$ cat src/rtl/proj1_read_cnt_pkg.sv
// Shared definitions for the project-1 counter stream: one-hot FSM encodings
// common to the counter writer and reader.
package proj1_read_cnt_pkg;

    typedef logic [2:0] state_t;

    localparam state_t IDLE = 3'b001;
    localparam state_t RECV = 3'b010;
    localparam state_t DONE = 3'b100;

endpackage

$ cat src/rtl/proj1_sync_fifo.sv
// Small synchronous FIFO with registered storage. The head entry is presented
// directly from the storage array.
module proj1_sync_fifo #(
    parameter int DATABIT    = 7,
    parameter int FIFO_DEPTH = 4
) (
    input  logic               clk,
    input  logic               reset_n,
    input  logic               push,
    input  logic [DATABIT-1:0] push_data,
    input  logic               pop,
    output logic               full,
    output logic               empty,
    output logic [DATABIT-1:0] head_data
);

    localparam int AW = $clog2(FIFO_DEPTH);
    localparam logic [AW:0] FULL_CNT = (AW+1)'(FIFO_DEPTH);

    logic [DATABIT-1:0] mem [FIFO_DEPTH];
    logic [AW-1:0]      wr_ptr;
    logic [AW-1:0]      rd_ptr;
    logic [AW:0]        count;
    logic               do_push;
    logic               do_pop;

    assign full      = (count == FULL_CNT);
    assign empty     = (count == '0);
    assign do_push   = push && !full;
    assign do_pop    = pop && !empty;
    assign head_data = mem[rd_ptr];

    // Depth is a power of two, so pointers wrap naturally.
    always_ff @(posedge clk or negedge reset_n) begin
        if (!reset_n) begin
            wr_ptr <= '0;
            rd_ptr <= '0;
            count  <= '0;
            for (int i = 0; i < FIFO_DEPTH; i++) begin
                mem[i] <= '0;
            end
        end else begin
            if (do_push) begin
                mem[wr_ptr] <= push_data;
                wr_ptr      <= wr_ptr + 1'b1;
            end
            if (do_pop) begin
                rd_ptr <= rd_ptr + 1'b1;
            end
            case ({do_push, do_pop})
                2'b10:   count <= count + 1'b1;
                2'b01:   count <= count - 1'b1;
                default: count <= count;
            endcase
        end
    end

endmodule

$ cat src/rtl/proj1_read_cnt.sv
// Receiver for the project-1 counter stream: checks beats against 1..N,
// counts beats and mismatches, and forwards accepted beats through a FIFO.
//
//   state | meaning
//   IDLE  | waiting for i_start; latches N and clears counters
//   RECV  | accepting beats while the FIFO has room
//   DONE  | one-cycle completion pulse, then back to IDLE
module proj1_read_cnt
    import proj1_read_cnt_pkg::*;
#(
    parameter int DATABIT    = 7,
    parameter int FIFO_DEPTH = 4
) (
    input  logic               clk,
    input  logic               reset_n,
    input  logic               i_start,
    input  logic [DATABIT-1:0] i_num_cnt,
    input  logic               s_valid,
    input  logic [DATABIT-1:0] s_data,
    output logic               s_ready,
    output logic               m_valid,
    output logic [DATABIT-1:0] m_data,
    input  logic               m_ready,
    output logic               o_busy,
    output logic               o_done,
    output logic [DATABIT-1:0] o_rcv_cnt,
    output logic               o_err,
    output logic [DATABIT-1:0] o_err_cnt
);

    localparam logic [DATABIT-1:0] ONE = {{(DATABIT-1){1'b0}}, 1'b1};

    state_t             state;
    state_t             state_nx;
    logic [DATABIT-1:0] n_reg;
    logic [DATABIT-1:0] exp_reg;
    logic               fifo_full;
    logic               fifo_empty;
    logic               start;
    logic               accept;
    logic               pop;
    logic               last_beat;

    // s_ready looks only at the registered full flag; no m_ready path.
    assign s_ready   = (state == RECV) && !fifo_full;
    assign accept    = s_valid && s_ready;
    assign m_valid   = !fifo_empty;
    assign pop       = m_valid && m_ready;
    assign start     = (state == IDLE) && i_start;
    assign last_beat = accept && ((o_rcv_cnt + ONE) == n_reg);
    assign o_busy    = (state == RECV);
    assign o_done    = (state == DONE);

    always_comb begin
        state_nx = state;
        case (state)
            IDLE:    if (i_start) state_nx = (i_num_cnt == '0) ? DONE : RECV;
            RECV:    if (last_beat) state_nx = DONE;
            DONE:    state_nx = IDLE;
            default: state_nx = IDLE;
        endcase
    end

    always_ff @(posedge clk or negedge reset_n) begin
        if (!reset_n) begin
            state     <= IDLE;
            n_reg     <= '0;
            exp_reg   <= ONE;
            o_rcv_cnt <= '0;
            o_err     <= 1'b0;
            o_err_cnt <= '0;
        end else begin
            state <= state_nx;
            if (start) begin
                n_reg     <= i_num_cnt;
                exp_reg   <= ONE;
                o_rcv_cnt <= '0;
                o_err     <= 1'b0;
                o_err_cnt <= '0;
            end else if (accept) begin
                o_rcv_cnt <= o_rcv_cnt + ONE;
                exp_reg   <= exp_reg + ONE;
                if (s_data != exp_reg) begin
                    o_err <= 1'b1;
                    if (o_err_cnt != '1) begin
                        o_err_cnt <= o_err_cnt + ONE;
                    end
                end
            end
        end
    end

    proj1_sync_fifo #(
        .DATABIT    (DATABIT),
        .FIFO_DEPTH (FIFO_DEPTH)
    ) u_fifo (
        .clk       (clk),
        .reset_n   (reset_n),
        .push      (accept),
        .push_data (s_data),
        .pop       (pop),
        .full      (fifo_full),
        .empty     (fifo_empty),
        .head_data (m_data)
    );

endmodule

$ cat config.mk
export PLATFORM = sky130hd
export DESIGN_NAME = proj1_read_cnt
export DESIGN_NICKNAME = d
export VERILOG_FILES = /design/src/rtl/proj1_read_cnt_pkg.sv /design/src/rtl/proj1_sync_fifo.sv /design/src/rtl/proj1_read_cnt.sv
export SDC_FILE = /design/constraint.sdc
export NUM_CORES = 1
export LEC_CHECK = 0
export ABC_CLOCK_PERIOD_IN_PS = 2350
export CAP_MARGIN = 40
export CORE_UTILIZATION = 54
export CTS_CLUSTER_DIAMETER = 60
export DETAILED_ROUTE_END_ITERATION = 8
export DONT_BUFFER_PORTS = 1
export HOLD_SLACK_MARGIN = 0.06
export PLACE_DENSITY = 0.72
export SYNTH_ARGS = -nofsm -noshare
export SYNTH_HDL_FRONTEND = slang
export SYNTH_SLANG_ARGS = --single-unit
$ cat constraint.sdc
create_clock -name clk -period 2.35 [get_ports clk]
set_clock_uncertainty 0.1 [all_clocks]
set_input_delay 0.1175 -clock clk [delete_from_list [all_inputs] [get_ports clk]]
set_output_delay 0.1175 -clock clk [all_outputs]
set_load 0.005 [all_outputs]
==> qor.yml <==
status: "finished clean"
instances_no_fill: 383
synthTopCellsByCount: "dfrtp_1, nand2_1, mux2_2"
synth_area_leaders: "dfrtp_1, mux2_2, nand2_1"
fin_util_pct: 65.9
ir_drop_mv: 0.649
critPathRequiredTime_ns: 2.51
top_register: "u_fifo.mem"
setup_viol_count_final: 0
postRouteAntennaNets: 0
cp_max_fo: 3
yosysTopAreaCellShare_pct: 49.7
wirelength_um: 6370
reg2reg_depth: 8
htree_levels: 3
fin_setup_tns_ns: 0
worst-path-stages: 8
antenna_found_initial: 0
grt_pass1_vias: 2238
port_buffers: 0
cts_inserted_buffers: 9
cts_sinks: 67
max_freq_mhz: 485
largest_register_ffs: 28
critPathBufInv: 2
ys_ff_latch: 67
crit_type: "reg -> reg"
synth_edf_count: 0
die_x_um: 79.8
dp_cells: 351
hp-class: "in -> reg"
worstSkewPairLatency_ns: 0.34
post-dp-hpwl_um: 4240
antenna_cells: 0
min_path_cells: 4
gp_congestion: 0.786
first_iter_violations: 85
grt_pass1_wl_um: 10700
ys_seq_area_share_pct: 51.3
io_pins: 45
die_h_um: 79.8
overflow: 0
worstPathArrival_ns: 2.22
relSlewSlack_pct: 62.3
slowest_stage: "dfrtp_1"
rows: 27
async_reset_ff_share_pct: 100
p_leak_nw: 1.72
yosysMostFrequentCell: "dfrtp_1"
yosysWarnings: 0
drive_gt1_share_pct: 20.6
dieArea_sq_mm: 0.00637
clk_path_buf_depth: 2
worst_pin_slew_ns: 0.565
dr_total_vias: 2197
syn_area_sq_mm: 0.00327
firstDrtPassIters: 4
start_kind: "register"
synth_cells: 283
nets: 335
cts-root-buf: "clkbuf_8"
fin_total_pwr_mw: 3.95
crit_chain: "o311a_1 -> inv_2 -> ha_1 -> inv_1 -> fa_1 -> xor2_1 -> nor2_1 -> xnor2_1"
viasPerCell: 5.74
syn-num-nets: 311
start_util_pct: 57.6
drc: 0
hold_violations: 0
track_usage_pct: 22.6
core_sq_mm: 0.00568
cp_top_family: "adder cells"
drv_cap: 0
avgSynthCellArea_sq_um: 11.6
yosys_most_used_dff: "dfrtp_1"
maxSlewViolCount: 0
power_density_mw_per_mm2: 1060
cts_resized: 0
path_clk_slew_ns: 0.07
area_growth_pct: 14.4
cts_tree: "done"
rsz0062_at_grt: "false"
grt_max_degree: 68
end_kind: "register"
slowest_delay_ns: 0.40
finalCritPeriodShare_pct: 87.7
fin_crit_ns: 2.06
wl_per_cell_um: 16.6
synth_cell_types: 46
yosysTopAreaCell: "dfrtp_1"
-- path summary, 6_finish.rpt --
check                      slack, ns       startpoint         endpoint
max in group asynchronous       1.54          reset_n       exp_reg[0]
max reg2reg                     0.29  u_fifo.count[1]  u_fifo.count[2]
max                             0.29  u_fifo.count[1]  u_fifo.count[2]
min in group asynchronous       0.27          reset_n     o_rcv_cnt[3]
min                             0.08        s_data[2]            o_err
min reg2reg                     0.40    u_fifo.mem[8]    u_fifo.mem[8]
-- layout make-up --
cell class | instances | area, sq um
Clock buffer | 13 | 169
Clock inverter | 2 | 10.0
Fill cell | 447 | 1930
Inverter | 8 | 30.0
Multi-Input combinational cell | 198 | 1530
Sequential cell | 67 | 1680
Tap cell | 72 | 90.1
Timing Repair Buffer | 23 | 233
-- per-stage QoR --
step                hold slack, ns  worst slack (ns)  cell area [sq um]
floorplan                   -0.278            0.0844               3270
global placement            -0.277             0.340               3380
detailed placement          -0.277             0.310               3380
CTS                         0.0708             0.279               3740
global route                 0.132             0.170               3740
finish                      0.0778             0.289               3740
-- tightest hold or removal path, delay by kind of cell --
family,cells,cell delay (ns)
xor gates and xnor gates,1,0.04
and+or+nand+nor,2,0.22
AOI/OAI and AO/OA,1,0.10
-- per-layer routing --
layer | share of wire, % | global-route usage [%]
met5 | 0 | 0
met1 | 47 | 29.7
met2 | 46 | 34.7
met4 | 2.5 | 11.3
met3 | 4.3 | 5.83
-- power by group --
| group | internal [mW] | leakage [nW] | switching [mW] |
|---|---|---|---|
| combinational | 0.660 | 0.747 | 0.554 |
| sequential | 1.54 | 0.874 | 0.323 |
| clock | 0.461 | 0.0953 | 0.412 |
| total | 2.66 | 1.72 | 1.29 |
-- logic make-up after synthesis --
| group | Yosys count | share of synthesized area, % |
|---|---|---|
| AOI/OAI and AO/OA | 35 | 6.85 |
| xor gates and xnor gates | 27 | 7.23 |
| adders and majority gates | 9 | 3.67 |
| buffers and inverters | 18 | 2.30 |
| DFF | 67 | 51.3 |
| muxes | 36 | 14.8 |
| and+or+nand+nor | 91 | 13.8 |
-- what timing repair did --
action	4_1_cts	5_1_grt
hold buffers	17	0
hold endpoints to repair	107	0
buffers inserted	0	0
-- cells in the final DEF, fill, tap and decap left out, drive strengths merged, types with 5 or more instances in the layout --
master / instances
nand3: 7
mux4: 7
mux2: 28
nand2: 43
inv: 8
nor2: 12
clkbuf: 13
xor2: 11
xnor2: 16
o21ai: 18
ha: 8
o31ai: 6
and3: 5
nand4: 7
dlygate4sd3: 16
buf: 7
dfrtp: 65
(Power assumes the default switching activity.)
